## config.mk

```make
export PLATFORM = sky130hd
export DESIGN_NAME = regfile_scoreboard
export DESIGN_NICKNAME = d
export VERILOG_FILES = /design/src/rtl/regfile_scoreboard_pkg.sv /design/src/rtl/regfile_scoreboard_counter.sv /design/src/rtl/regfile_scoreboard.sv
export SDC_FILE = /design/constraint.sdc
export NUM_CORES = 2
export LEC_CHECK = 0
export BUFFER_PORTS_ARGS = -buffer_cell sky130_fd_sc_hd__buf_2
export CAP_MARGIN = 20
export CORE_MARGIN = 2
export CORE_UTILIZATION = 62
export CTS_CLUSTER_SIZE = 14
export DETAILED_ROUTE_END_ITERATION = 6
export PLACE_DENSITY = 0.76
export SYNTH_ARGS = -nofsm -noshare
export SYNTH_HDL_FRONTEND = slang
export SYNTH_SLANG_ARGS = --single-unit
```

## constraint.sdc

```tcl
create_clock -name clk -period 5.6 [get_ports clk]
set_input_delay 1.12 -clock clk [delete_from_list [all_inputs] [get_ports clk]]
set_output_delay 1.12 -clock clk [all_outputs]
set_load 0.01 [all_outputs]
```

## src/rtl/regfile_scoreboard_pkg.sv

```systemverilog
// Shared defaults and helpers for the register file scoreboard slice.
// Sizes here are only defaults; instances may override them.
package regfile_scoreboard_pkg;

    localparam int DEF_DATA_WIDTH     = 32;
    localparam int DEF_NUM_REGS       = 32;
    localparam int DEF_REG_ADDR_WIDTH = 5;
    localparam int DEF_NUM_RD_PORTS   = 2;
    localparam int DEF_PEND_CNT_WIDTH = 2;
    localparam int ZERO_REG           = 0;

    // A real, writable architectural register: not x0 and inside the file.
    function automatic logic isArchReg(input int addr, input int numRegs);
        return (addr != ZERO_REG) && (addr < numRegs);
    endfunction

endpackage

```

## src/rtl/regfile_scoreboard_counter.sv

```systemverilog
// Saturating outstanding-write counter for one register.
// Clear wins over claim/release; a simultaneous claim and release cancel out.
module regfile_scoreboard_counter #(
    parameter int WIDTH = 2
) (
    input  logic             clk,
    input  logic             reset,
    input  logic             i_inc,
    input  logic             i_dec,
    input  logic             i_clr,
    output logic [WIDTH-1:0] o_count
);

    localparam logic [WIDTH-1:0] CNT_MAX = '1;
    localparam logic [WIDTH-1:0] CNT_ONE = WIDTH'(1);

    logic [WIDTH-1:0] r_count;

    always_ff @(posedge clk) begin
        if (!reset) begin
            r_count <= '0;
        end else if (i_clr) begin
            r_count <= '0;
        end else if (i_inc && !i_dec && (r_count != CNT_MAX)) begin
            r_count <= r_count + CNT_ONE;
        end else if (i_dec && !i_inc && (r_count != '0)) begin
            r_count <= r_count - CNT_ONE;
        end
    end

    assign o_count = r_count;

endmodule

```

## src/rtl/regfile_scoreboard.sv

```systemverilog
// Architectural register file with per-register pending-write counters,
// combinational read ports with optional write-back bypass, and decode stall.
module regfile_scoreboard
    import regfile_scoreboard_pkg::*;
#(
    parameter int DATA_WIDTH     = DEF_DATA_WIDTH,
    parameter int NUM_REGS       = DEF_NUM_REGS,
    parameter int REG_ADDR_WIDTH = DEF_REG_ADDR_WIDTH,
    parameter int NUM_RD_PORTS   = DEF_NUM_RD_PORTS,
    parameter int PEND_CNT_WIDTH = DEF_PEND_CNT_WIDTH,
    parameter bit BYPASS_EN      = 1'b1
) (
    input  logic                                 clk,
    input  logic                                 reset,
    input  logic                                 uop_valid,
    input  logic [NUM_RD_PORTS*REG_ADDR_WIDTH-1:0] rd_addr,
    input  logic [NUM_RD_PORTS-1:0]              rd_en,
    output logic [NUM_RD_PORTS*DATA_WIDTH-1:0]   rd_data,
    output logic [NUM_RD_PORTS-1:0]              rd_ready,
    input  logic                                 wb_en,
    input  logic [REG_ADDR_WIDTH-1:0]            wb_addr,
    input  logic [DATA_WIDTH-1:0]                wb_data,
    input  logic                                 claim_en,
    input  logic [REG_ADDR_WIDTH-1:0]            claim_addr,
    input  logic                                 flush,
    output logic                                 source_not_ready,
    output logic                                 claim_full,
    output logic                                 stall,
    output logic                                 pending_any
);

    localparam logic [PEND_CNT_WIDTH-1:0] CNT_MAX = '1;
    localparam logic [PEND_CNT_WIDTH-1:0] CNT_ONE = PEND_CNT_WIDTH'(1);

    logic [DATA_WIDTH-1:0]     r_regs [NUM_REGS];
    logic [PEND_CNT_WIDTH-1:0] w_cnt  [NUM_REGS];
    logic [NUM_RD_PORTS-1:0]   w_srcReady;
    logic                      w_claimInRange;
    logic                      w_claimSat;
    logic                      w_wbRelease;
    logic                      w_claimFire;

    // Register array: x0 is only ever reset, so it stays zero.
    always_ff @(posedge clk) begin
        if (!reset) begin
            for (int r = 0; r < NUM_REGS; r++) begin
                r_regs[r] <= '0;
            end
        end else if (wb_en) begin
            for (int r = 1; r < NUM_REGS; r++) begin
                if (int'(wb_addr) == r) begin
                    r_regs[r] <= wb_data;
                end
            end
        end
    end

    assign w_cnt[0] = '0;

    for (genvar r = 1; r < NUM_REGS; r++) begin : g_cnt
        logic w_inc;
        logic w_dec;
        assign w_inc = w_claimFire && (int'(claim_addr) == r);
        assign w_dec = wb_en && (int'(wb_addr) == r);
        regfile_scoreboard_counter #(
            .WIDTH (PEND_CNT_WIDTH)
        ) u_cnt (
            .clk     (clk),
            .reset   (reset),
            .i_inc   (w_inc),
            .i_dec   (w_dec),
            .i_clr   (flush),
            .o_count (w_cnt[r])
        );
    end

    // Bypass only when this write-back retires the last outstanding write.
    for (genvar k = 0; k < NUM_RD_PORTS; k++) begin : g_rd
        logic [REG_ADDR_WIDTH-1:0] w_addr;
        logic [DATA_WIDTH-1:0]     w_data;
        logic                      w_ready;
        assign w_addr = rd_addr[k*REG_ADDR_WIDTH +: REG_ADDR_WIDTH];
        always_comb begin
            w_data  = '0;
            w_ready = 1'b1;
            if (isArchReg(int'(w_addr), NUM_REGS)) begin
                if (BYPASS_EN && wb_en && (wb_addr == w_addr) && (w_cnt[w_addr] == CNT_ONE)) begin
                    w_data = wb_data;
                end else begin
                    w_data  = r_regs[w_addr];
                    w_ready = (w_cnt[w_addr] == '0);
                end
            end
        end
        assign rd_data[k*DATA_WIDTH +: DATA_WIDTH] = w_data;
        assign w_srcReady[k] = w_ready;
        assign rd_ready[k]   = !rd_en[k] || w_ready;
    end

    assign w_claimInRange   = isArchReg(int'(claim_addr), NUM_REGS);
    assign w_claimSat       = w_claimInRange && (w_cnt[claim_addr] == CNT_MAX);
    assign w_wbRelease      = wb_en && (wb_addr == claim_addr);
    assign source_not_ready = uop_valid && ((rd_en & ~w_srcReady) != '0);
    assign claim_full       = uop_valid && claim_en && w_claimSat && !w_wbRelease;
    assign stall            = source_not_ready || claim_full;
    assign w_claimFire      = uop_valid && claim_en && !stall && !flush && w_claimInRange;

    always_comb begin
        pending_any = 1'b0;
        for (int r = 1; r < NUM_REGS; r++) begin
            if (w_cnt[r] != '0) begin
                pending_any = 1'b1;
            end
        end
    end

endmodule

```

Word-level counts from Yosys, hierarchy flattened --
Memories as Yosys holds them, arrays and structs flattened. Index checks and enable logic that the tools add are counted.
Word-level totals: flip-flop bits (word level) 62, RAM bits 1024, input bits 60, memories kept 1
Memories:
- r_regs | words 32, width 32, read ports 2, clocked after Yosys merged registers in 0, wr ports 32, line regfile_scoreboard.sv:35 | logic [DATA_WIDTH-1:0] r_regs [NUM_REGS];
Cells by class: $add $sub $neg 62, $lt $le $gt $ge 3, eq/ne operators 99, multiplexer cells 266, bitwise gates (word level) 37, reduce and logical (&&, ||, !) cells 338
Operators by type and width (number):
- $mux W32 | 35
- $logic_and A1 B1 Y1 | 199
- $eq A5 B5 Y1 const B | 32
- $mux W1 | 160
- $mux W2 | 68
- $reduce_bool A2 Y1 | 63
- $eq A5 B4 Y1 const B | 16
- $logic_not A1 Y1 | 67
- $add A2 B1 Y2 const B | 31
- $ne A2 B2 Y1 const B | 31
- $sub A2 B1 Y2 const B | 31
- $eq A5 B3 Y1 const B | 8
- $or A1 B1 Y1 | 31
- $bmux W2 S5 | 3
- $eq A5 B2 Y1 const B | 4
- $ge A6 B6 Y1 const B | 3
- $not A5 Y6 | 3
- $eq A5 B5 Y1 | 3
- $reduce_bool A5 Y1 | 3
- $eq A5 B1 Y1 const B | 2
- $eq A2 B1 Y1 const B | 2
- $logic_not A2 Y1 | 2
- $logic_or A1 B1 Y1 | 3
- $and A2 B2 Y2 | 1
- 4 further kinds | 4

Logic depth before layout (Yosys ltp) --
depth after elaboration 32, gate-level depth with buffers 15

Modules after synthesis --
Synthesis repeated with hierarchy kept, for this count alone.
Second synthesis, totals: cell total of the unflattened synthesis 3509, area, all modules 54930.2 µm²
By module, submodules not included:
- regfile_scoreboard | times used 1, cells an instance 3106, area each 51516.9 µm², sequential area each 29788.6 µm²
- regfile_scoreboard_counter | times used 31, cells an instance 13, area each 110.1 µm², sequential area each 40.0 µm²

Least setup slack after synthesis --
OpenSTA, ideal clock, no wires.
kind input-to-output, from in rd_addr[0], to out rd_data[10], data arrival time 3.677 ns, data required time 4.480 ns, setup slack 0.803 ns, stages on the path 9, cell sequence buf_2 buf_2 buf_2 buf_2 buf_1 mux4_2 mux4_2 mux2i_1 a21oi_1
Between the ends: longest elaborated chain between the ends 8
Ends and longest elaborated chain:
- start, declared | line regfile_scoreboard.sv:16 | input logic [NUM_RD_PORTS*REG_ADDR_WIDTH-1:0] rd_addr,
- $not A5 Y6 (implied by the code) | line regfile_scoreboard.sv:87 | if (BYPASS_EN && wb_en && (wb_addr == w_addr) && (w_cnt[w_addr] == CNT_ONE)) begin
- $bmux W2 S5 | line regfile_scoreboard.sv:87
- $mux W2 (implied by the code) (2 in a row) | line regfile_scoreboard.sv:87
- $eq A2 B1 Y1 | line regfile_scoreboard.sv:87
- $logic_and A1 B1 Y1 | line regfile_scoreboard.sv:87
- $mux W32 | line regfile_scoreboard.sv:87
- $mux W32 * | line regfile_scoreboard.sv:86 | if (isArchReg(int'(w_addr), NUM_REGS)) begin
- end, declared | line regfile_scoreboard.sv:18 | output logic [NUM_RD_PORTS*DATA_WIDTH-1:0] rd_data,
Every way passes the cells marked *; elsewhere a longest branch is shown, timed or not. The select of a mux whose other input is x is not followed.

Worst setup path in the final report --
from in rd_addr[5], to out rd_data[59]
Same word-level chain as after synthesis.

==> impl_metrics.toml <==
[run_status]
status = "finished, violations left"
violations = "DRC"

[timing]
rsz0062_at_grt = "no"
tightest_slew_ns = 1.282
finalCritPeriodShare_pct = 96.32
final-max-slew-violation-count = 0
hold_viol_final = 0
slew_headroom_pct = 13.79
setup_tns_ns = 0
skew_ns = 0.02984
finalSetupViolations = 0
period_minus_slack_ns = 5.394
fmax_mhz = 185.4

[clock_network]
cts_setup_buffers = 0
ctsHoldBuffers = 0
clock_latency_ns = 0.73
clk_path_buf_depth = 3
cts.sink_count = 1054
cts_resized = 0
root_buffer = "clkbuf_16"
path_clk_slew_ns = 0.06
cts-buffers-inserted = 109
cts_tree = "built"
htreeDepth = 3

[detailed_routing]
num_vias = 39060
drt_first_pass_iters = 7
antenna_left = 0
avgRoutedWirePerCell_um = 37.90
drt_iter0_drc = 6602
routed_via_density = 7.784
drcViolationCount = 1
wl_mm = 190.2

[worst_hold_path]
hp-class = "reg -> reg"

[critical_path]
cp.required_ns = 4.48
crit_top_cell = "a21oi_1"
crit_arrival_ns = 4.27
path_class = "in -> out"
crit_slowest_cell = "o31ai_1"
crit_family = "compound AO/OA/AOI/OAI gates"
critPathLaunchType = "primary input"
path_max_fanout = 49
endpoint_kind = "output port"
slowest_delay_ns = 1.06
crit_chain = "buf_8 > buf_12 > mux4_2 > mux2i_1 > a21oi_1 > o31ai_1 > a21oi_1 > buf_2"
path_buf_inv = 3

[synth]
yosys_warnings = 0
synth-edff-count = 992
ys_types = 82
syn_nets = 3791
synthXorXnorAreaFrac_pct = 0.2376
synthFlopType = "edfxtp_1"
ys_seq_area_share_pct = 56.11
synth.area.top_cells = "edfxtp_1, mux4_2, nor2_1"
yosys.area_share.simple_pct = 9.252
synth_top_area_share_pct = 53.87
synth-compound-area-share_pct = 4.405
synth_mux_area_share_pct = 26.93
yosys.area.top_type = "edfxtp_1"
synth_seq_cells = 1054
async_reset_ff_share_pct = 0
syn_area_mm2 = 0.05530
syn_inst = 3731
avgSynthCellArea_um2 = 14.82
synth-adder-area-share_pct = 0
synth_top_family_by_area = "multiplexers"

[placement]
dp.final_hpwl_mm = 114.5
routabilityCongestion = 1.030
portBuffers = 129

[job]
maxCapViolCount = 0

[global_route]
grt_max_degree = 79
grtUsageTotal_pct = 42.23
grt_overflow = 0
antenna_found_initial = 3
grt_pass1_vias = 39679
use_met3_pct = 14.54
met2_usage_pct = 62.31
grt_first_pass_wirelength_mm = 272.5
busiest_layer = "met2"
grt_use_met1_pct = 53.60

[power]
ir_drop_v = 0.0002784
power_density_mw_per_mm2 = 316.9
leakagePower_nw = 20.52
power.total_mw = 19.33

[cells_and_area]
layout.nets = 3817
drive_above_1_share_pct = 30.23
fillCellCount = 5728
syn_to_final_growth_pct = 10.31
multiInputGateArea_mm2 = 0.02275
regArea_mm2 = 0.03103

[floorplanning]
dieArea_mm2 = 0.09159
die_w_um = 302.6
die_h_um = 302.6
start_util_pct = 62.57
num_rows = 109
ioPinCount = 130
core_mm2 = 0.08837
==> per-stage QoR <==
step / hold slack, ns / area (um^2) / cells / worst slack [ns] / util (%)
6_report: 0.5745 / 61000 / 5018 / 0.2062 / 69.02
3_3_place_gp: 0.5504 / 57560 / 4811 / 0.3548 / 65.13
2_1_floorplan: 0.4797 / 55300 / 3731 / 0.8032 / -
4_1_cts: 0.5681 / 60990 / 5015 / 0.2940 / 69.02
5_1_grt: 0.5994 / 60990 / 5015 / 0.1722 / 69.02
3_5_place_dp: 0.5578 / 57560 / 4811 / 0.3081 / 65.13
==> layout make-up <==
class                           instances  area share, %
Antenna cell                            3        0.01231
Clock buffer                          131          4.642
Clock inverter                         73         0.9866
Inverter                               43         0.2708
Multi-Input combinational cell       2271          37.29
Sequential cell                      1054          50.87
Tap cell                             1165          2.390
Timing Repair Buffer                  278          3.542
==> synth_stat cells, types with 20 or more instances <==
library cell and number:
buf_1 47, buf_2 63, mux2_2 67, a22o_1 54, nand4_1 26, mux2i_1 93, a21oi_1 126, nand2b_1 34
edfxtp_1 992, nor2_1 669, dfxtp_1 62, clkbuf_1 235, a211oi_1 20, mux4_2 584, nor4_1 27, nand2_1 162
nand3_1 66, inv_1 39, o21ai_0 53, nor3_1 31
==> worst reg2reg max path: stages (launching register included) <==
cell and delay, ns:
dfxtp_1 0.45, mux4_2 0.52, a22oi_1 0.48, a21oi_1 0.13
a31oi_1 0.19, o21ai_1 0.16, nor2_4 0.49, buf_4 0.34
a311o_1 0.21, a21boi_0 0.09, o31a_1 0.29
==> placed cells by master, fill, tap and decap left out, types with 52 or more instances in the layout <==
cell type  instances
mux4_2           584
a22o_1            54
mux2_2            67
edfxtp_1         992
a21oi_1          126
clkbuf_16        110
buf_4            124
buf_2            121
nor2_1           669
mux2i_1           93
nand3_1           61
nand2_1          121
dfxtp_1           62
o21ai_0           52
==> final timing paths <==
kind	start	to	slack [ns]	depth (start not counted)
setup / recovery	rd_addr[5]	rd_data[59]	0.21	8
hold / removal	g_cnt[5].u_cnt.o_count[1]	g_cnt[5].u_cnt.o_count[1]	0.57	2
setup reg to reg	g_cnt[25].u_cnt.o_count[1]	g_cnt[13].u_cnt.o_count[0]	2.14	10
hold reg to reg	g_cnt[5].u_cnt.o_count[1]	g_cnt[5].u_cnt.o_count[1]	0.57	2
==> kinds of logic (layout without fill, tap and decap cells) <==
| logic type | count (synthesis) | in the layout |
|---|---|---|
| other | 0 | 3 |
| xor gates and xnor gates | 15 | 15 |
| DFF | 1054 | 1054 |
| buffers and inverters | 406 | 525 |
| and+or+nand+nor | 1143 | 1143 |
| muxes | 746 | 746 |
| AOI/OAI and AO/OA | 367 | 367 |
==> registers in the layout (all words and copies together), names as in the netlist <==
signal	flops
g_cnt.u_cnt.o_count	62
r_regs	992
==> where the power goes <==
part	switching [mW]	internal, mW
combinational	1.60	1.17
clock	3.17	3.93
sequential	0.288	9.17
total	5.06	14.3
==> metal layers <==
layer | up-vias | share of wire, %
met3 | 846 | 16
met4 | 4 | 8.3
li1 | 14851 | -
met1 | 19476 | 32
met5 | - | 0.018
met2 | 3883 | 44
Power figures use the tool's default switching activity.
